File: src/rtl/issue_queue.sv
// In-order circular issue queue between decode and issue.
// Optional same-cycle bypass when empty: define IQ_BYPASS_EN.
module issue_queue #(
  parameter int DEPTH = 8,
  parameter int ILEN  = 32,
  parameter int XLEN  = 64
) (
  input  logic                       clk_i,
  input  logic                       rst_n_i,
  input  logic                       flush_i,
  input  logic                       valid_i,
  output logic                       ready_o,
  input  logic [ILEN-1:0]            instr_i,
  input  logic [XLEN-1:0]            pc_i,
  output logic                       valid_o,
  input  logic                       ready_i,
  output logic [ILEN-1:0]            instr_o,
  output logic [XLEN-1:0]            pc_o,
  output logic [$clog2(DEPTH+1)-1:0] count_o
);

  localparam int PW = (DEPTH > 1) ? $clog2(DEPTH) : 1;
  localparam int CW = $clog2(DEPTH + 1);
  localparam logic [ILEN-1:0] NOP = ILEN'(32'h13);

  logic [ILEN-1:0] instr_q [DEPTH];
  logic [XLEN-1:0] pc_q    [DEPTH];

  logic [PW-1:0] head;
  logic [PW-1:0] tail;
  logic [CW-1:0] count;

  logic empty;
  logic full;
  logic push;
  logic pop;
  logic take;
  logic store;

  function automatic logic [PW-1:0] nxt(input logic [PW-1:0] p);
    return (p == PW'(DEPTH - 1)) ? '0 : p + PW'(1);
  endfunction

  assign empty   = (count == '0);
  assign full    = (count == CW'(DEPTH));
  assign ready_o = !full;
  assign count_o = count;
  assign push    = valid_i & ready_o;
  assign pop     = !empty & ready_i;

`ifdef IQ_BYPASS_EN
  logic bypass;
  assign bypass  = empty & !flush_i;
  assign take    = bypass & valid_i & ready_i;
  assign valid_o = bypass ? valid_i : !empty;
`else
  assign take    = 1'b0;
  assign valid_o = !empty;
`endif

  assign store = push & !take;

  // Head view: stored head, bypassed input, or NOP/0 when nothing valid.
  always_comb begin
    instr_o = NOP;
    pc_o    = '0;
    if (!empty) begin
      instr_o = instr_q[head];
      pc_o    = pc_q[head];
    end
`ifdef IQ_BYPASS_EN
    else if (bypass && valid_i) begin
      instr_o = instr_i;
      pc_o    = pc_i;
    end
`endif
  end

  // Storage write at the tail; contents are not reset.
  always_ff @(posedge clk_i) begin
    if (store && !flush_i) begin
      instr_q[tail] <= instr_i;
      pc_q[tail]    <= pc_i;
    end
  end

  // Pointers and occupancy; flush outranks push and pop.
  always_ff @(posedge clk_i or negedge rst_n_i) begin
    if (!rst_n_i) begin
      head  <= '0;
      tail  <= '0;
      count <= '0;
    end else if (flush_i) begin
      head  <= '0;
      tail  <= '0;
      count <= '0;
    end else begin
      if (store) tail <= nxt(tail);
      if (pop)   head <= nxt(head);
      unique case ({store, pop})
        2'b10:   count <= count + CW'(1);
        2'b01:   count <= count - CW'(1);
        default: count <= count;
      endcase
    end
  end

endmodule
File: config.mk
export PLATFORM = sky130hd
export DESIGN_NAME = issue_queue
export DESIGN_NICKNAME = d
export VERILOG_FILES = /design/src/rtl/issue_queue.sv
export SDC_FILE = /design/constraint.sdc
export NUM_CORES = 1
export LEC_CHECK = 0
export ABC_AREA = 1
export CORE_MARGIN = 2
export CORE_UTILIZATION = 50
export DETAILED_ROUTE_END_ITERATION = 10
export PLACE_DENSITY_LB_ADDON = 0.08
export SLEW_MARGIN = 0
export SYNTH_ARGS = -nofsm -noshare
export SYNTH_HDL_FRONTEND = slang
export SYNTH_SLANG_ARGS = --single-unit
File: constraint.sdc
create_clock -name clk_i -period 5.75 [get_ports clk_i]
set_clock_uncertainty 0.1 [all_clocks]
set_input_delay 0.575 -clock clk_i [delete_from_list [all_inputs] [get_ports clk_i]]
set_output_delay 0.575 -clock clk_i [all_outputs]
set_load 0.02 [all_outputs]
==> summary.txt, run 1 <==
Cells and area
  – Area grow syn2layout: 17.1%
  – Most common cell after layout, fill and taps aside: edfxtp_1
  – Final #Nets: 2532
  – Number of fill cells: 4799
  – Layout cells sized above 1: 0.0624
  – Commonest non-fill, non-tap cells in the layout: edfxtp_1, nor2_1, o21ai_0

Route
  – Post-Route WL: 73.8 mm
  – Via count: 18859
  – Antenna Nets Post-Route: 0
  – Residual DRC: 0
  – Vias per Instance: 5.77
  – WL per Instance: 22.6 µm
  – Detailed Routing Iterations Pass 1: 5
  – Starting DRC count in detailed routing: 1598

STA
  – Period minus WS final: 4630 ps
  – RSZ-0062 raised after global routing: no
  – Setup TNS: 0 ps
  – Crit share post-route: 0.806
  – Hold Fails Final Rpt: 0
  – Slew margin rel.: 0.238
  – Hold Slack: 205 ps
  – Fmax: 216 MHz
  – Final Max Slew Viols: 0
  – Final setup viols: 0
  – Slew @ Worst Pin: 1140 ps

Power and ir drop
  – Worst VDD drop: 503 µV
  – Leak: 11.6 nW
  – Power Dens Cells: 464 mW/mm²
  – Pwr Total: 16.4 mW

Die
  – Die H: 250 µm
  – IO Count: 203
  – Num rows: 90
  – Core Region: 0.0601 mm²
  – Starting Density: 0.503
  – Die Wd: 250 µm
  – Die ar.: 0.0625 mm²

Critical path
  – Crit path DAT: 3960 ps
  – CP Cell Sequence: buf_12 > o21ai_0 > o22ai_1 > nor2_1 > nor2_1 > clkdlybuf4s50_1
  – Crit path launch: head[0]$_DFFE_PN0P_
  – R2r worst-path depth: 7
  – Top cell by count, worst path: nor2_1
  – Family with the most delay on the worst path: buffers and inverters
  – CP Capture Type: primary output
  – Max incr delay on CP: 870 ps
  – Startpoint Class: flip-flop
  – Worst path slowest cell: dfrtp_4
  – Crit path buf inv count: 2
  – Critical path depth: 6
  – R2r startpoint: count_o[0]$_DFFE_PN0P_
  – CP Max Fanout: 242
  – WP data required: 5080 ps
  – WS Path Type: flip-flop to primary output
  – Worst R2R Setup Slack: 2440 ps

Synthesis
  – Register bit total from synthesis: 778
  – Count of cell types in the netlist: 23
  – Syn nets: 2374
  – Complex-gate fraction of the synthesized area: 0.121
  – Synth Area per Inst: 13.4 µm²
  – Number of synthesis warnings: 0
  – Combinational family with the most area after synthesis: compound AO/OA/AOI/OAI gates
  – Synth Area in Simple Gates: 0.0786
  – Post-synthesis xor/xnor area fraction: 0.000289
  – Part of the Yosys area used for sequential elements: 0.770
  – Multiplexer share of the synthesized area: 0
  – Post-Syn Area: 0.0303 mm²
  – Post-Synthesis Cells: 2267
  – Post-synthesis adder-cell area fraction: 0.00248

Clock tree
  – CTS tree: yes
  – Cts hold-fix bufs: 0
  – CTS Buf Count: 80
  – CTS clk-pin slew, worst paths: 60 ps
  – Root buf cell: clkbuf_16
  – Clk_lat worst skew: 610 ps
  – H-tree Lvls: 3
  – CTS sink count: 778
  – Cts repair resizes: 0
  – Bufs on Longest Clock Path: 3
  – Post-CTS setup buffers: 0

Global route
  – GRT overflow: 0
  – Number of global-route vias before repair: 18577
  – Largest net degree at the start of global routing: 243
  – First-pass GRT wire length: 112 mm
  – Total GRT Usage: 0.235
  – Antenna violations before repair: 7

Placement
  – Final Wtd Congestion: 0.756
  – Post-DP HPWL: 34.7 mm
  – Port buffer count: 202

Status
  – Status: completed

Min path
  – Hold/Removal Path Class: primary input to asynchronous set/reset pin

Job
  – Max cap viols: 0
[cell type report]
class / instances / area [µm²] / area share
diodes: 2 / 5.00 / 0.000141
clock buffers: 103 / 2190 / 0.0619
clock inverters: 37 / 249 / 0.00702
inverters: 17 / 83.8 / 0.00236
multi-input cells: 1314 / 6200 / 0.175
flip-flops and latches: 778 / 23300 / 0.658
well taps: 782 / 978 / 0.0276
repair buffers: 234 / 2410 / 0.0681
[cell usage after synthesis]
cell / instances / area share
nand3_1: 10 / 0.0017
a221o_1: 6 / 0.0020
dfrtp_1: 10 / 0.0083
o21ai_1: 61 / 0.010
inv_6: 1 / 0.00029
buf_4: 22 / 0.0055
buf_1: 4 / 0.00050
clkbuf_1: 87 / 0.011
a21oi_2: 1 / 0.00029
inv_1: 15 / 0.0019
nand2_1: 43 / 0.0053
nand3b_1: 2 / 0.00050
edfxtp_1: 768 / 0.76
xor2_1: 1 / 0.00029
o22ai_1: 187 / 0.039
clkbuf_2: 4 / 0.00066
buf_2: 35 / 0.0058
inv_2: 1 / 0.00012
o21ai_0: 411 / 0.068
ha_1: 6 / 0.0025
a21oi_1: 12 / 0.0020
nor2_1: 574 / 0.071
buf_6: 6 / 0.0022
[layer usage]
| layer | GRT usage | routed length, µm | up-vias |
|---|---|---|---|
| li1 | - | - | 8715 |
| met1 | 0.319 | 31900 | 9505 |
| met2 | 0.394 | 36400 | 525 |
| met3 | 0.0423 | 4130 | 104 |
| met4 | 0.0650 | 1300 | 10 |
| met5 | 0 | 67 | - |
[final timing paths]
path | to
setup / recovery | instr_o[26]
hold / removal | tail[2]$_DFFE_PN0P_
setup reg to reg | instr_q[4][11]$_DFFE_PP_
hold reg to reg | count_o[2]$_DFFE_PN0P_
max in group asynchronous | head[0]$_DFFE_PN0P_
min in group clk_i | count_o[2]$_DFFE_PN0P_
[per-stage QoR]
step	utilization	cell area (µm²)	setup WS (ps)	cells
6_report	0.590	35400	1120	3267
5_1_grt	0.590	35400	889	3267
4_1_cts	0.589	35400	1120	3265
3_5_place_dp	0.549	33000	1780	3125
3_3_place_gp	0.549	33000	1840	3125
2_1_floorplan	-	30300	-205	2267
[cells by family (layout without fill, tap and decap cells)]
group,Yosys count,in the layout
adders and majority gates,6,6
AOI/OAI and AO/OA,678,678
and+or+nand+nor,629,629
buffers and inverters,175,391
DFF,778,778
xor gates and xnor gates,1,1
other,0,2
[state kept, by name (all words and copies together) (netlist names)]
register,cells
count_o,4
tail,3
pc_q,512
head,3
instr_q,256
[report_power, final]
group / leakage (nW) / total [mW] / switching, mW / internal, mW
Sequential: 7.07 / 6.50 / 0.0999 / 6.40
Combinational: 3.36 / 5.07 / 3.27 / 1.80
Clock: 1.21 / 4.87 / 2.05 / 2.82
Total: 11.6 / 16.4 / 5.42 / 11.0
Power figures use the tool's default switching activity.
==> inputs of run 2 (changes only) <==
- clock period: 5.75 -> 4.1 ns (I/O delays scaled with it)
==> run 2 against run 1 <==
Clock power grew 36%. Global-route usage shrank 0.19 points. Utilization grew 0.19 points. Count of clock-buffer cells in the layout grew 1. Non-clock buffer count grew 13. Setup slack lost 820 ps. Critical endpoint is now instr_o[24]. Largest cell class unchanged.
==> summary.txt, run 2 (synthesized netlist as in run 1, its figures left out) <==
Power and ir drop
  – Leak: 11.7 nW (was 11.6 nW)
  – Worst VDD drop: 519 µV (was 503 µV)
  – Power Dens Cells: 644 mW/mm² (was 464 mW/mm²)

Route
  – Antenna Nets Post-Route: 0 (unchanged)
  – Via count: 18891 (was 18859)
  – Vias per Instance: 5.76 (was 5.77)
  – WL per Instance: 22.4 µm (was 22.6 µm)
  – Residual DRC: 0 (unchanged)
  – Starting DRC count in detailed routing: 1512 (was 1598)
  – Post-Route WL: 73.5 mm (was 73.8 mm)
  – Detailed Routing Iterations Pass 1: 5 (unchanged)

Clock tree
  – CTS clk-pin slew, worst paths: 60 ps (about the same)
  – CTS sink count: 778 (unchanged)
  – CTS tree: yes (unchanged)
  – Clk_lat worst skew: 610 ps (about the same)
  – CTS Buf Count: 79 (was 80)
  – Cts hold-fix bufs: 0 (unchanged)
  – Post-CTS setup buffers: 0 (unchanged)
  – Bufs on Longest Clock Path: 3 (unchanged)
  – Cts repair resizes: 0 (unchanged)
  – Root buf cell: clkbuf_16 (unchanged)
  – H-tree Lvls: 3 (unchanged)

Placement
  – Final Wtd Congestion: 0.746 (was 0.756)
  – Post-DP HPWL: 36.0 mm (was 34.7 mm)
  – Post-place instance area: 0.0332 mm² (was 0.0330 mm²)
  – Pre-CTS setup slack: 945 ps (was 1780 ps)
  – Port buffer count: 202 (unchanged)

STA
  – Final setup viols: 0 (unchanged)
  – Hold Slack: 34.8 ps (was 205 ps)
  – Fmax: 263 MHz
  – Final Max Slew Viols: 0 (unchanged)
  – Setup TNS: 0 ps (unchanged)
  – Slew margin rel.: 0.397 (was 0.238)
  – Final worst slack: 293 ps (was 1120 ps)
  – Crit share post-route: 0.928
  – Slew @ Worst Pin: 905 ps (was 1140 ps)
  – Period minus WS final: 3810 ps
  – RSZ-0062 raised after global routing: no (unchanged)
  – Hold Fails Final Rpt: 0 (unchanged)

Critical path
  – WS Path Type: flip-flop to primary output (unchanged)
  – Crit path buf inv count: 3 (was 2)
  – R2r startpoint: count_o[0]$_DFFE_PN0P_ (unchanged)
  – WP data required: 3590 ps (was 5080 ps)
  – CP Cell Sequence: inv_4 > buf_12 > o21ai_0 > o22ai_1 > o21ai_1 > nor2_1 > clkdlybuf4s50_1 (was buf_12 > o21ai_0 > o22ai_1 > nor2_1 > nor2_1 > clkdlybuf4s50_1)
  – Crit path DAT: 3300 ps (was 3960 ps)
  – CP Max Fanout: 84 (was 242)
  – Worst path slowest cell: dfrtp_4 (unchanged)
  – Crit path launch: head[1]$_DFFE_PN0P_ (was head[0]$_DFFE_PN0P_)
  – CP Capture Type: primary output (unchanged)
  – Startpoint Class: flip-flop (unchanged)
  – Family with the most delay on the worst path: buffers and inverters (unchanged)
  – Max incr delay on CP: 730 ps (was 870 ps)

Global route
  – GRT overflow: 0 (unchanged)
  – First-pass GRT wire length: 111 mm (was 112 mm)
  – Largest net degree at the start of global routing: 142 (was 243)
  – Antenna violations before repair: 8 (was 7)
  – Number of global-route vias before repair: 18423 (was 18577)
  – Total GRT Usage: 0.233 (was 0.235)

Status
  – Status: completed (unchanged)

Min path
  – Hold/Removal Path Class: primary input to asynchronous set/reset pin (unchanged)

Cells and area
  – Layout cells sized above 1: 0.0614 (was 0.0624)
  – Number of fill cells: 4783 (was 4799)
  – Largest register FFs: 512 (unchanged)
  – Final instance area: 0.0356 mm² (was 0.0354 mm²)
  – Biggest register: pc_q (unchanged)
  – Commonest non-fill, non-tap cells in the layout: edfxtp_1, nor2_1, o21ai_0 (unchanged)
  – Final #Nets: 2544 (was 2532)
  – Most common cell after layout, fill and taps aside: edfxtp_1 (unchanged)
  – Area grow syn2layout: 17.5% (was 17.1%)

Job
  – Max cap viols: 0 (unchanged)

Die
  – Num rows: 90 (unchanged)
  – Core Region: 0.0601 mm² (unchanged)
  – Starting Density: 0.503 (unchanged)
  – Die H: 250 µm (unchanged)
  – Die ar.: 0.0625 mm² (unchanged)
  – IO Count: 203 (unchanged)
  – Die Wd: 250 µm (unchanged)
run 2: final cells by class:
| type | instances | area [µm²] | share of cell area |
|---|---|---|---|
| clock buffers | 104 | 2110 | 0.0594 |
| repair buffers | 247 | 2650 | 0.0745 |
| inverters | 17 | 81.3 | 0.00229 |
| clock inverters | 30 | 201 | 0.00566 |
| flip-flops and latches | 778 | 23300 | 0.656 |
| diodes | 5 | 12.5 | 0.000352 |
| well taps | 782 | 978 | 0.0275 |
| multi-input cells | 1314 | 6200 | 0.174 |
run 2: metal layers:
layer / vias up / part of all wire / global-route usage
met4: 8 / 0.022 / 0.0746
li1: 8749 / - / -
met1: 9505 / 0.43 / 0.313
met5: - / 0.00078 / 0
met3: 112 / 0.059 / 0.0428
met2: 517 / 0.49 / 0.388
run 2: power by group:
group	leakage [nW]	switching [mW]	internal [mW]
combinational	3.47	4.60	2.59
sequential	7.07	0.116	8.98
clock	1.13	2.83	3.78
total	11.7	7.55	15.4
run 2: final timing paths:
check,endpoint,slack (ps),cells past startpoint
min reg2reg,count_o[3]$_DFFE_PN0P_,480,2
max,instr_o[24],290,7
min in group clk_i,head[1]$_DFFE_PN0P_,390,5
max in group asynchronous,head[0]$_DFFE_PN0P_,3480,1
max reg2reg,pc_q[2][55]$_DFFE_PP_,1210,7
min,count_o[1]$_DFFE_PN0P_,30,1
run 2: through the flow:
step | power (mW) | instances | utilization
6_report | 22.9 | 3277 | 0.591
5_1_grt | 24.0 | 3275 | 0.591
4_1_cts | 23.1 | 3272 | 0.591
3_5_place_dp | 16.5 | 3138 | 0.553
3_3_place_gp | 16.4 | 3138 | 0.553
2_1_floorplan | 13.6 | 2267 | -
